==> config.mk <==
export PLATFORM = sky130hd
export DESIGN_NAME = irq_ack_controller
export DESIGN_NICKNAME = d
export VERILOG_FILES = /design/src/rtl/irq_ack_controller.sv
export SDC_FILE = /design/constraint.sdc
export NUM_CORES = 1
export LEC_CHECK = 0
export BUFFER_PORTS_ARGS = -buffer_cell sky130_fd_sc_hd__clkbuf_2
export CORE_UTILIZATION = 42
export CTS_CLUSTER_SIZE = 40
export DETAILED_ROUTE_END_ITERATION = 10
export HOLD_SLACK_MARGIN = 0.03
export PLACE_DENSITY = 0.85
export SLEW_MARGIN = 20
export SYNTH_ARGS = -nofsm -noshare
export SYNTH_HDL_FRONTEND = slang
export SYNTH_SLANG_ARGS = --single-unit
==> constraint.sdc <==
create_clock -name clk -period 1.45 [get_ports clk]
set_input_delay 0.145 -clock clk [delete_from_list [all_inputs] [get_ports clk]]
set_output_delay 0.145 -clock clk [all_outputs]
set_load 0.01 [all_outputs]
==> src/rtl/irq_ack_controller.sv <==
// CPU-side interrupt acknowledge controller: sticky pending capture, lowest-id-first
// request/vector presentation, ack/EOI handshake. Optional merged-event counter: IRQ_MISS_CNT_EN.
module irq_ack_controller #(
    parameter int          NUM_SRC    = 4,
    parameter int          ID_W       = 2,
    parameter logic [31:0] VEC_BASE   = 32'h0000_0100,
    parameter int          VEC_STRIDE = 4
) (
    input  logic               clk,
    input  logic               rst,
    input  logic               irq_in,
    input  logic [ID_W-1:0]    irq_id,
    input  logic               int_en,
    output logic               int_req,
    output logic [31:0]        int_vec,
    input  logic               int_ack,
    input  logic               int_eoi,
    output logic [NUM_SRC-1:0] src_clr,
    output logic [NUM_SRC-1:0] pending,
    output logic               busy,
    output logic [7:0]         miss_cnt
);

    typedef enum logic [1:0] {
        IDLE    = 2'b00,
        REQ     = 2'b01,
        SERVICE = 2'b10
    } state_t;

    localparam logic [NUM_SRC-1:0] ONE_HOT0 = {{(NUM_SRC-1){1'b0}}, 1'b1};

    state_t             state_r, state_nxt_s;
    logic               irq_q_r;
    logic [NUM_SRC-1:0] pending_r, pending_nxt_s;
    logic [NUM_SRC-1:0] src_clr_r, src_clr_nxt_s;
    logic [NUM_SRC-1:0] set_mask_s, clr_mask_s;
    logic [ID_W-1:0]    cur_id_r, cur_id_nxt_s, lowest_id_s;
    logic               int_req_r, int_req_nxt_s;
    logic               busy_r, busy_nxt_s;
    logic [31:0]        int_vec_r, int_vec_nxt_s;
    logic               edge_s, ack_s, merge_s;

    assign edge_s = irq_in & ~irq_q_r;
    assign ack_s  = (state_r == REQ) & int_ack;

    // An id beyond the vector width shifts out to zero, which drops out-of-range ids.
    assign set_mask_s    = edge_s ? (ONE_HOT0 << irq_id) : {NUM_SRC{1'b0}};
    assign clr_mask_s    = ack_s ? (ONE_HOT0 << cur_id_r) : {NUM_SRC{1'b0}};
    assign pending_nxt_s = (pending_r & ~clr_mask_s) | set_mask_s;
    assign merge_s       = |(set_mask_s & pending_r & ~clr_mask_s);

    // Priority pick: scanning downward leaves the lowest set index.
    always_comb begin
        lowest_id_s = {ID_W{1'b0}};
        for (int i = NUM_SRC - 1; i >= 0; i--) begin
            lowest_id_s = pending_r[i] ? ID_W'(i) : lowest_id_s;
        end
    end

    // Next-state and next-output logic for the request/service handshake.
    always_comb begin
        state_nxt_s   = state_r;
        cur_id_nxt_s  = cur_id_r;
        int_req_nxt_s = 1'b0;
        busy_nxt_s    = 1'b0;
        int_vec_nxt_s = int_vec_r;
        src_clr_nxt_s = {NUM_SRC{1'b0}};
        case (state_r)
            IDLE: begin
                if (int_en && (|pending_r)) begin
                    state_nxt_s   = REQ;
                    cur_id_nxt_s  = lowest_id_s;
                    int_req_nxt_s = 1'b1;
                    int_vec_nxt_s = VEC_BASE + (32'(lowest_id_s) * 32'(VEC_STRIDE));
                end else begin
                    state_nxt_s = IDLE;
                end
            end
            REQ: begin
                if (int_ack) begin
                    state_nxt_s   = SERVICE;
                    busy_nxt_s    = 1'b1;
                    src_clr_nxt_s = clr_mask_s;
                end else begin
                    state_nxt_s   = REQ;
                    int_req_nxt_s = 1'b1;
                end
            end
            SERVICE: begin
                if (int_eoi) begin
                    state_nxt_s = IDLE;
                end else begin
                    state_nxt_s = SERVICE;
                    busy_nxt_s  = 1'b1;
                end
            end
            default: begin
                state_nxt_s = IDLE;
            end
        endcase
    end

    // State, capture and registered outputs.
    always_ff @(posedge clk) begin
        if (rst) begin
            state_r   <= IDLE;
            irq_q_r   <= 1'b0;
            pending_r <= {NUM_SRC{1'b0}};
            src_clr_r <= {NUM_SRC{1'b0}};
            cur_id_r  <= {ID_W{1'b0}};
            int_req_r <= 1'b0;
            busy_r    <= 1'b0;
            int_vec_r <= 32'h0000_0000;
        end else begin
            state_r   <= state_nxt_s;
            irq_q_r   <= irq_in;
            pending_r <= pending_nxt_s;
            src_clr_r <= src_clr_nxt_s;
            cur_id_r  <= cur_id_nxt_s;
            int_req_r <= int_req_nxt_s;
            busy_r    <= busy_nxt_s;
            int_vec_r <= int_vec_nxt_s;
        end
    end

`ifdef IRQ_MISS_CNT_EN
    logic [7:0] miss_cnt_r;

    // Saturating count of edges merged into an already-pending bit.
    always_ff @(posedge clk) begin
        if (rst) begin
            miss_cnt_r <= 8'h00;
        end else if (merge_s && (miss_cnt_r != 8'hFF)) begin
            miss_cnt_r <= miss_cnt_r + 8'h01;
        end else begin
            miss_cnt_r <= miss_cnt_r;
        end
    end

    assign miss_cnt = miss_cnt_r;
`else
    logic unused_merge_s;
    assign unused_merge_s = merge_s;
    assign miss_cnt       = 8'h00;
`endif

    assign int_req = int_req_r;
    assign int_vec = int_vec_r;
    assign src_clr = src_clr_r;
    assign pending = pending_r;
    assign busy    = busy_r;

endmodule

==> summary.md <==
| Metric | Value |
|---|---|
| Overflow left after global routing | 0 |
| WP data arrival | between 1500 and 2000 ps |
| Post-Route WL | roughly 1.6 mm |
| Core area | between 2000 and 2500 sq um |
| Worst-path clk slew | approximately 90 ps |
| Final Cycle Share | roughly 92% |
| Clock Tree Buf Depth | 2 |
| Initial antenna violation count | 0 |
| Drt wl/cell | between 10 and 15 um |
| Synthesis Warnings | 0 |
| Layout cells sized above 1 | 24.8% |
| Worst Clk Skew | 2.28 ps |
| DPL Wire Length | approximately 1.2 mm |
| Post-CTS Setup Inserts | 0 |
| Die footprint | around 2500 sq um |
| Yosys reg bits | 16 |
| Final setup violation count | 0 |
| Critical Path Slowest Stage Cell | dfxtp_1 |
| Placed Area | approximately 930 sq um |
| Mapped Cells | about 110 |
| DRC | 0 |
| Post-synthesis sequential area ratio | about a third |
| Leak | 0.493 nW |
| GRT Total Usage | 13.2% |
| Max VDD drop | between 0.3 and 0.4 mV |
| CP max stage delay | 340 ps |
| PostCTS Resize Cnt | 0 |
| Pre-CTS setup slack | around 84 ps |
| Layout Cells excl Fill | 152 |
| Fin. max-slew vios | 0 |
| Distinct cell type count after synthesis | 27 |
| I/O Buffers | 20 |
| Via count | roughly 660 |
| # diodes | 0 |
| DRT antenna net count | 0 |
| Crit start category | register |
| Sink Count | 16 |
| Area of the multi-input gates | about 460 sq um |
| Area grow syn2layout | 2.24% |
| I/O pins | between 50 and 60 |
| Nets | 138 |
| Initial DRC count | 9 |
| RSZ-0062 raised after global routing | no |
| Vias/cell | around 4.4 |
| Die width | between 40 and 50 um |
| Final setup TNS | 0 ps |
| # hold bufs at CTS | 0 |
| CP endpoint kind | register |
| Drt pass-1 iters | 4 |
| Post-route cell area | between 900 and 1000 sq um |
| Worst Hold Class | input port to register |
| CTS tree | yes |
| Num CTS Buffers | 3 |
| Fin. Hold Viols | 0 |
| Syn avg cell area | roughly 9.1 sq um |
| Placer Congestion | 0.772 |
| Register area | 320 sq um |
| Min setup slack post-route | 113 ps |
| Crit path required time | around 1600 ps |
| # rows | 16 |
| Kind of critical path | register to register |
| First-pass GRT wire length | approximately 2.4 mm |
| Root Buffer Master | clkbuf_4 |
| Initial Utilization | 46.6% |
| Crit-path cells | inv_1, ha_1, nand2_2, o311a_1, a21o_1 |
| Worst-path maximum fanout | 6 |
| F_max | ~0.75 GHz |
| Vias in the first global route | 576 |
| Fill count | 219 |
| Synth Cell Area | 951 sq um |
| Max-capacitance violation count | 0 |
| Design Power | between 0.9 and 1 mW |
| Final core utilization | between 40 and 50% |
| Hold_ws | between 100 and 150 ps |
| Clk Latency, worst-skew pair | 290 ps |
| Die Ht | 49.6 um |
| Placed Instances | ~150 |
| Status | complete, no violations |
| Pwr Density | around 950 nW/um^2 |
| Final min period | 1340 ps |
| H-tree levels | 1 |
| Largest net degree at the start of global routing | 15 |
==> path summary, 6_finish.rpt <==
check | end | slack (ps) | start | cells past startpoint
max | pending[0] | 110 | state_r[1] | 5
min | pending[2] | 110 | irq_id[1] | 2
max reg2reg | pending[0] | 110 | state_r[1] | 5
min reg2reg | int_vec[8] | 500 | int_vec[8] | 2
==> synthesized netlist by cell type <==
master	count	area [sq um]
a21boi_0	1	7.51
clkbuf_1	3	11.3
a21oi_1	3	15.0
buf_4	37	278
or4_4	1	11.3
ha_1	4	50.1
nor3_1	5	25.0
conb_1	1	3.75
inv_1	5	18.8
a21o_1	1	7.51
nand2_1	2	7.51
nor2_1	2	7.51
nor3b_1	3	22.5
o21a_1	2	15.0
a32o_1	3	30.0
nor2b_1	2	12.5
or2_2	2	12.5
dfxtp_1	16	320
nor4b_1	3	26.3
a21oi_2	1	8.76
nand4b_1	2	17.5
o311a_1	1	10.0
nor4_1	1	6.26
and2_1	1	6.26
and2b_2	1	8.76
buf_2	1	5.00
nand4_1	1	6.26
==> power breakdown <==
| group | switching (mW) | internal [mW] |
|---|---|---|
| Clock | 0.141 | 0.153 |
| Combinational | 0.100 | 0.0537 |
| Sequential | 0.0214 | 0.459 |
==> metal layers <==
metal  global-route usage, %  wire length (um)  share of wire (%)  up-vias
met1                    12.3               585                 37      300
met3                    3.09               107                6.8        4
met4                    9.05                36                2.3        0
met2                    24.8               836                 53       39
met5                       0                 0                  0        -
li1                        -                 -                  -      321
==> final cells by class <==
class / count / area share (%)
flip-flops and latches: 16 / 32.9
clock buffers: 4 / 3.73
multi-input cells: 79 / 46.8
inverters: 5 / 1.93
repair buffers: 21 / 11.1
well taps: 27 / 3.47
==> sequential cells by signal, summed over array words and instances (netlist names) <==
name      cells
int_vec       2
int_req       1
state_r       2
src_clr       4
busy          1
cur_id_r      1
irq_q_r       1
pending       4
==> cells in the final DEF (no fill, tap or decap) <==
master	instances
o311a_1	1
buf_4	1
o21a_1	2
nor2_1	2
dfxtp_1	16
conb_1	37
or4_4	1
and2b_2	1
or2_2	2
a21boi_0	1
nor4_1	1
a21oi_1	3
nand2_2	1
nor4b_1	3
and2_1	1
nor2b_1	2
nand4b_1	2
nor3b_1	3
a21oi_2	1
clkbuf_8	1
nor3_1	5
ha_1	4
clkbuf_4	3
inv_1	5
clkbuf_2	20
nand4_1	1
a21o_1	1
a32o_1	3
nand2_1	1
==> cell families (layout without fill, tap and decap cells) <==
group | after synthesis | after routing | synth area share (%)
buf+inv | 46 | 30 | 32.9
simple gates | 26 | 26 | 17.9
flops | 16 | 16 | 33.7
compound gates | 12 | 12 | 9.87
fa+ha+maj | 4 | 4 | 5.26
other cells | 1 | 37 | 0.394
==> critical path: cells and delay by family, from the launching register on <==
family	cells	cell delay (ps)
adders and majority gates	1	240
buffers and inverters	1	80
AOI/OAI and AO/OA	2	470
and+or+nand+nor	1	120
DFF	1	340
(Power assumes the default switching activity.)
